<file path="config.mk">
export PLATFORM = sky130hd
export DESIGN_NAME = bsg_fma_norm_round
export DESIGN_NICKNAME = d
export VERILOG_FILES = /design/src/rtl/bsg_fma_pkg.sv /design/src/rtl/bsg_fma_lzc48.sv /design/src/rtl/bsg_fma_norm_round.sv
export SDC_FILE = /design/constraint.sdc
export NUM_CORES = 1
export LEC_CHECK = 0
export CAP_MARGIN = 30
export CORE_UTILIZATION = 33
export CTS_BUF_LIST = sky130_fd_sc_hd__clkbuf_16
export DETAILED_ROUTE_END_ITERATION = 8
export GPL_TIMING_DRIVEN = 1
export PLACE_DENSITY_LB_ADDON = 0.12
export SLEW_MARGIN = 20
export SYNTH_ARGS = -nofsm -noshare
export SYNTH_HDL_FRONTEND = slang
export SYNTH_SLANG_ARGS = --single-unit
</file>
<file path="constraint.sdc">
create_clock -name clk_i -period 4.2 [get_ports clk_i]
set_input_delay 0.63 -clock clk_i [delete_from_list [all_inputs] [get_ports clk_i]]
set_output_delay 0.63 -clock clk_i [all_outputs]
set_load 0.005 [all_outputs]
</file>
<file path="src/rtl/bsg_fma_pkg.sv">
// Shared types and constants for the FMA datapath blocks.
// Covers the fp32 result layout, the exception flag bundle and the datapath widths.
package bsg_fma_pkg;

    localparam int unsigned FMA_BIAS     = 127;
    localparam int unsigned FMA_EXP_W    = 10;
    localparam int unsigned FMA_MANT_W   = 48;
    localparam logic [7:0]  FP32_INF_EXP = 8'hFF;

    typedef struct packed {
        logic        sign;
        logic [7:0]  exp;
        logic [22:0] frac;
    } fp32_t;

    typedef struct packed {
        logic overflow;
        logic underflow;
        logic inexact;
    } fma_flags_t;

endpackage

</file>
<file path="src/rtl/bsg_fma_lzc48.sv">
// Combinational 48-bit leading-zero counter; an all-zero input yields 48.
// Each byte is counted on its own, then the first non-zero byte from the top wins.
module bsg_fma_lzc48 (
    input  logic [47:0] a_i,
    output logic [5:0]  lz_o
);

    logic [5:0]  grp_nz;
    logic [17:0] grp_lz;

    genvar gi;
    generate
        for (gi = 0; gi < 6; gi++) begin : g_byte
            logic [7:0] byte_w;
            logic [2:0] lz_w;

            assign byte_w = a_i[47-8*gi -: 8];

            always_comb begin
                lz_w = 3'd7;
                for (int b = 0; b < 8; b++) begin
                    if (byte_w[b]) begin
                        lz_w = 3'(7 - b);
                    end
                end
            end

            assign grp_nz[gi]         = |byte_w;
            assign grp_lz[3*gi +: 3]  = lz_w;
        end
    endgenerate

    // Group 0 is the most significant byte, so walking downward lets it win last.
    always_comb begin
        lz_o = 6'd48;
        for (int g = 5; g >= 0; g--) begin
            if (grp_nz[g]) begin
                lz_o = 6'(8 * g) + {3'b000, grp_lz[3*g +: 3]};
            end
        end
    end

endmodule

</file>
<file path="src/rtl/bsg_fma_norm_round.sv">
// Two-stage normalize / round-and-pack stage behind the FMA core.
// Stage 1 left-justifies the magnitude; stage 2 rounds, handles specials and packs fp32.
module bsg_fma_norm_round
    import bsg_fma_pkg::*;
#(
    parameter bit round_en_p = 1'b1
) (
    input  logic                  clk_i,
    input  logic                  reset_i,
    input  logic                  v_i,
    output logic                  ready_o,
    input  logic [FMA_MANT_W-1:0] mant_i,
    input  logic [FMA_EXP_W-1:0]  exp_i,
    input  logic                  sign_i,
    input  logic                  sticky_i,
    output logic                  v_o,
    input  logic                  ready_i,
    output logic [31:0]           res_o,
    output logic [2:0]            flags_o
);

    // Stage 1 state
    logic               s1_v_q, s1_v_d;
    logic [47:0]        s1_mant_q, s1_mant_d;
    logic signed [10:0] s1_exp_q, s1_exp_d;
    logic               s1_sign_q, s1_sign_d;
    logic               s1_sticky_q, s1_sticky_d;
    logic               s1_zero_q, s1_zero_d;

    // Stage 2 state
    logic       v_o_q, v_o_d;
    fp32_t      res_q, res_d;
    fma_flags_t flags_q, flags_d;

    logic s2_adv;
    logic s1_adv;

    assign s2_adv  = ~v_o_q | ready_i;
    assign s1_adv  = ~s1_v_q | s2_adv;
    assign ready_o = s1_adv;

    // ---------------- stage 1: normalize ----------------
    logic [5:0]         lz;
    logic [47:0]        mant_n;
    logic signed [10:0] exp_ext;
    logic signed [10:0] lz_ext;
    logic signed [10:0] exp_n;

    bsg_fma_lzc48 u_lzc (
        .a_i  (mant_i),
        .lz_o (lz)
    );

    assign mant_n  = mant_i << lz;
    assign exp_ext = {exp_i[9], exp_i};
    assign lz_ext  = {5'b00000, lz};
    assign exp_n   = exp_ext + 11'sd1 - lz_ext;

    always_comb begin
        s1_v_d      = s1_v_q;
        s1_mant_d   = s1_mant_q;
        s1_exp_d    = s1_exp_q;
        s1_sign_d   = s1_sign_q;
        s1_sticky_d = s1_sticky_q;
        s1_zero_d   = s1_zero_q;
        if (s1_adv) begin
            s1_v_d = v_i;
            if (v_i) begin
                s1_mant_d   = mant_n;
                s1_exp_d    = exp_n;
                s1_sign_d   = sign_i;
                s1_sticky_d = sticky_i;
                s1_zero_d   = (mant_i == '0);
            end
        end
    end

    // ---------------- stage 2: round and pack ----------------
    logic [23:0]        frac;
    logic               guard;
    logic               sticky;
    logic               round_up;
    logic               carry;
    logic [22:0]        frac_r;
    logic signed [10:0] exp_r;
    logic               inexact;
    fp32_t              pack_res;
    fma_flags_t         pack_flags;

    always_comb begin
        frac     = s1_mant_q[47:24];
        guard    = s1_mant_q[23];
        sticky   = (|s1_mant_q[22:0]) | s1_sticky_q;
        round_up = round_en_p && guard && (sticky || frac[0]);
        // An all-ones significand that rounds up wraps to 1.0 and bumps the exponent.
        carry    = round_up && (&frac);
        frac_r   = frac[22:0] + {22'b0, round_up};
        exp_r    = carry ? (s1_exp_q + 11'sd1) : s1_exp_q;
        inexact  = guard | sticky;

        pack_res      = '0;
        pack_flags    = '0;
        pack_res.sign = s1_sign_q;
        if (s1_zero_q) begin
            pack_flags = '0;
        end else if (exp_r >= 11'sd255) begin
            pack_res.exp         = FP32_INF_EXP;
            pack_flags.overflow  = 1'b1;
            pack_flags.inexact   = 1'b1;
        end else if (exp_r <= 11'sd0) begin
            pack_flags.underflow = 1'b1;
            pack_flags.inexact   = 1'b1;
        end else begin
            pack_res.exp       = exp_r[7:0];
            pack_res.frac      = frac_r;
            pack_flags.inexact = inexact;
        end
    end

    always_comb begin
        v_o_d   = v_o_q;
        res_d   = res_q;
        flags_d = flags_q;
        if (s2_adv) begin
            v_o_d = s1_v_q;
            if (s1_v_q) begin
                res_d   = pack_res;
                flags_d = pack_flags;
            end
        end
    end

    always_ff @(posedge clk_i or posedge reset_i) begin
        if (reset_i) begin
            s1_v_q      <= 1'b0;
            s1_mant_q   <= '0;
            s1_exp_q    <= '0;
            s1_sign_q   <= 1'b0;
            s1_sticky_q <= 1'b0;
            s1_zero_q   <= 1'b0;
            v_o_q       <= 1'b0;
            res_q       <= '0;
            flags_q     <= '0;
        end else begin
            s1_v_q      <= s1_v_d;
            s1_mant_q   <= s1_mant_d;
            s1_exp_q    <= s1_exp_d;
            s1_sign_q   <= s1_sign_d;
            s1_sticky_q <= s1_sticky_d;
            s1_zero_q   <= s1_zero_d;
            v_o_q       <= v_o_d;
            res_q       <= res_d;
            flags_q     <= flags_d;
        end
    end

    assign v_o     = v_o_q;
    assign res_o   = res_q;
    assign flags_o = flags_q;

endmodule
</file>
==> flow_metrics.env <==
export IMPL_grt_max_degree=71
export IMPL_cts_sinks=99
export IMPL_finalWirelength_um=31300
export IMPL_drv_slew=0
export IMPL_root_buffer="clkbuf_16"
export IMPL_synthCells=1074
export IMPL_clockBufferDepth=2
export IMPL_cts_made_buffers=9
export IMPL_drc_errors=0
export IMPL_status="finished, final reports clean"
export IMPL_r2r_cells=9
export IMPL_grt_util_all_layers=0.238
export IMPL_wl_per_cell_um=19.2
export IMPL_viasPerCell=5.59
export IMPL_fin_nets=1372
export IMPL_ys_types=86
export IMPL_synthAdderAreaFrac=0.0282
export IMPL_reg2reg_from="s1_mant_q[40]$_DFFE_PP0P_"
export IMPL_critPathKind="primary input to flop"
export IMPL_synth_simple_area_share=0.233
export IMPL_clock_latency_ns=0.34
export IMPL_h_tree_depth=3
export IMPL_drive_above_1_share=0.200
export IMPL_first_pass_iters=5
export IMPL_port_buffers=100
export IMPL_cts_tree="done"
export IMPL_synthXorXnorAreaFrac=0.0373
export IMPL_holdBufCountCts=0
export IMPL_synth_compound_area_frac=0.243
export IMPL_synth_area_leader_cell="dfrtp_1"
export IMPL_holdPathStages=2
export IMPL_hold_path_startpoint="res_o[31]$_DFFE_PP0P_"
export IMPL_peakVddDrop_mv=0.212
export IMPL_ys_async_sr_fraction=1.00
export IMPL_crit_required_ns=4.41
export IMPL_grt_pass1_vias=8686
export IMPL_area_growth_syn_to_layout_pct=32.2
export IMPL_hold_path_end="res_o[31]$_DFFE_PP0P_"
export IMPL_ant_nets=0
export IMPL_preCtsSetupSlack_ns=-0.251
export IMPL_netlist_area_um2=8690
export IMPL_hold_class="flop to flop"
export IMPL_synth_top_family_by_area="compound AO/OA/AOI/OAI gates"
export IMPL_synth_seq_cells=99
export IMPL_ioPinCount=101
export IMPL_fin_crit_sh=0.959
export IMPL_synthTopCellsByArea="dfrtp_1 29%, nand2_1 7.3%, mux2i_1 6.7%"
export IMPL_ys_seq_area_frac=0.285
export IMPL_synth_top_area_frac=0.285
export IMPL_critPathLaunchType="primary input"
export IMPL_syn_num_nets=1157
export IMPL_max_freq_ghz=0.248
export IMPL_setup_viol_count_final=0
export IMPL_p_total_uw=3480
export IMPL_power_density_nw_per_um2=303
export IMPL_cp_startpoint="mant_i[7]"
export IMPL_synth_warnings=0
export IMPL_die_width_um=164
export IMPL_start_util=0.335
export IMPL_die_area_um2=27000
export IMPL_hold_worst_slack_ns=0.472
export IMPL_r2r_end="res_o[12]$_DFFE_PP0P_"
export IMPL_cp_arrival_ns=4.23
export IMPL_reg2reg_setup_slack_ns=0.67
export IMPL_finalHoldViolCount=0
export IMPL_dp_hpwl_um=24900
export IMPL_syn_avg_cell_area_um2=8.09
export IMPL_placeableCoreArea_um2=25900
export IMPL_skew_ns=0.00851
export IMPL_gp_congestion=0.893
export IMPL_fp_row_count=59
export IMPL_post_synth_mux_area_share=0.119
export IMPL_antennaDiodeCount=0
export IMPL_gr_total_overflow=0
export IMPL_finalSetupTns_ns=0
export IMPL_synth_edff_count=0
export IMPL_max_slew_worst_pin_slew_ns=0.983
export IMPL_cts_reportedPaths_clkPinSlew_ns=0.07
export IMPL_drv_cap=0
export IMPL_antenna_found_initial=0
export IMPL_fill_cells=2654
export IMPL_fin_crit_ns=4.03
export IMPL_num_vias=9096
export IMPL_drt_iter0_markers=846
export IMPL_grt_pass1_wl_um=49600
export IMPL_synth_main_ff_cell="dfrtp_1"
export IMPL_worstPathMaxFanout=3
export IMPL_setup_ws_ns=0.172
export IMPL_cp_end_kind="flop"
export IMPL_slew_headroom=0.342
export IMPL_die_h_um=164
export IMPL_final_util=0.443
export IMPL_p_leak_uw=0.00493
flip-flops by register name, indices dropped and copies added (netlist names):
name	count
s1_mant_q	48
v_o	1
s1_sticky_q	1
flags_o	3
s1_v_q	1
res_o	32
s1_zero_q	1
s1_exp_q	11
s1_sign_q	1
routing by layer:
| layer | GRT usage | share of wire |
|---|---|---|
| met2 | 0.373 | 0.45 |
| met4 | 0.0821 | 0.027 |
| met1 | 0.341 | 0.47 |
| met3 | 0.0217 | 0.053 |
| met5 | 0 | 0 |
worst max-delay path by stage:
stage                                    to  slack [ns]  cells after the start
detailed placement  s1_exp_q[9]$_DFFE_PP0P_       -0.25                     20
global placement    s1_exp_q[9]$_DFFE_PP0P_       -0.26                     20
finish              s1_exp_q[9]$_DFFE_PP0P_        0.17                     20
CTS                 s1_exp_q[9]$_DFFE_PP0P_         0.1                     20
floorplan           s1_exp_q[9]$_DFFE_PP0P_       -0.03                     22
global route        s1_exp_q[9]$_DFFE_PP0P_       -0.02                     20
kinds of logic after synthesis:
| group | after synthesis |
|---|---|
| AOI/OAI and AO/OA | 308 |
| xor gates and xnor gates | 37 |
| adders and majority gates | 19 |
| buffers and inverters | 102 |
| DFF | 99 |
| muxes | 87 |
| and+or+nand+nor | 422 |
repair_timing:
action	in CTS	in global routing
buffers inserted	0	2
gates resized for setup	0	8
endpoints found under the setup margin	0	1
endpoints found under the hold margin	0	0
critical path, stage by stage:
cell and delay (ns):
clkdlybuf4s50_1 0.43, or4_4 0.52, o211ai_4 0.22, o221ai_4 0.16, and3_4 0.22, nor2_8 0.12
inv_4 0.04, ha_1 0.26, inv_1 0.04, ha_2 0.18, fa_2 0.36, a21oi_2 0.14
nor2_1 0.04, nor2_1 0.15, o21bai_1 0.10, a21oi_2 0.16, o21bai_1 0.09, a21oi_1 0.17
xor2_1 0.15, o21ai_1 0.07
synthesized netlist by cell type, types with 12 or more instances:
master      n
nor3_1     18
xnor2_1    19
nand2_1   168
a22o_1     12
a21oi_1    39
nand3_1    57
a22oi_1    15
nand4_1    14
inv_1      29
o21ai_0    86
mux2_2     18
clkbuf_1   43
mux2i_1    58
o211ai_1   21
o22ai_1    14
buf_2      15
xor2_1     18
a211oi_1   14
nor4_1     17
dfrtp_1    99
nor2_1     78
ha_1       18
power by group:
part           leakage, µW  internal [µW]  switching [µW]
registers          0.00123           1130             184
logic              0.00355            651             653
clock network     0.000156            515             346
cell type report:
cell class	instances	area, µm²	share of cell area
timing repair buffer	273	2340	0.203
sequential	99	2480	0.216
clock buffer	9	225	0.0196
clock inverter	6	82.6	0.00719
inverter	33	131	0.0114
tap	335	419	0.0365
multi-input combinational	873	5810	0.506
layout by cell type, fill, tap and decap left out, types with 7 or more instances in the layout:
cell             instances
a211oi_1                14
a21oi_1                 35
a221o_1                  7
a22o_1                  12
a22oi_1                 15
a31oi_1                 11
and2_1                  11
and3_1                  10
buf_4                  171
clkbuf_16                9
clkdlybuf4s50_1         95
dfrtp_1                 99
ha_1                    17
inv_1                   29
mux2_2                  18
mux2i_1                 58
mux4_2                  10
nand2_1                167
nand2b_1                11
nand3_1                 57
nand4_1                 14
nor2_1                  77
nor3_1                  18
nor4_1                  15
o211ai_1                21
o21a_1                   9
o21ai_0                 85
o21bai_1                 9
o221ai_1                 7
o22ai_1                 14
o31ai_1                  7
or4_1                    7
xnor2_1                 19
xor2_1                  18
stage by stage:
stage | cell area, µm² | instances
2_1_floorplan | 8770 | 1074
3_3_place_gp | 11100 | 1611
3_5_place_dp | 11100 | 1611
4_1_cts | 11400 | 1626
5_1_grt | 11500 | 1628
6_report | 11500 | 1628
No activity file was read; power rests on OpenSTA's default activity.
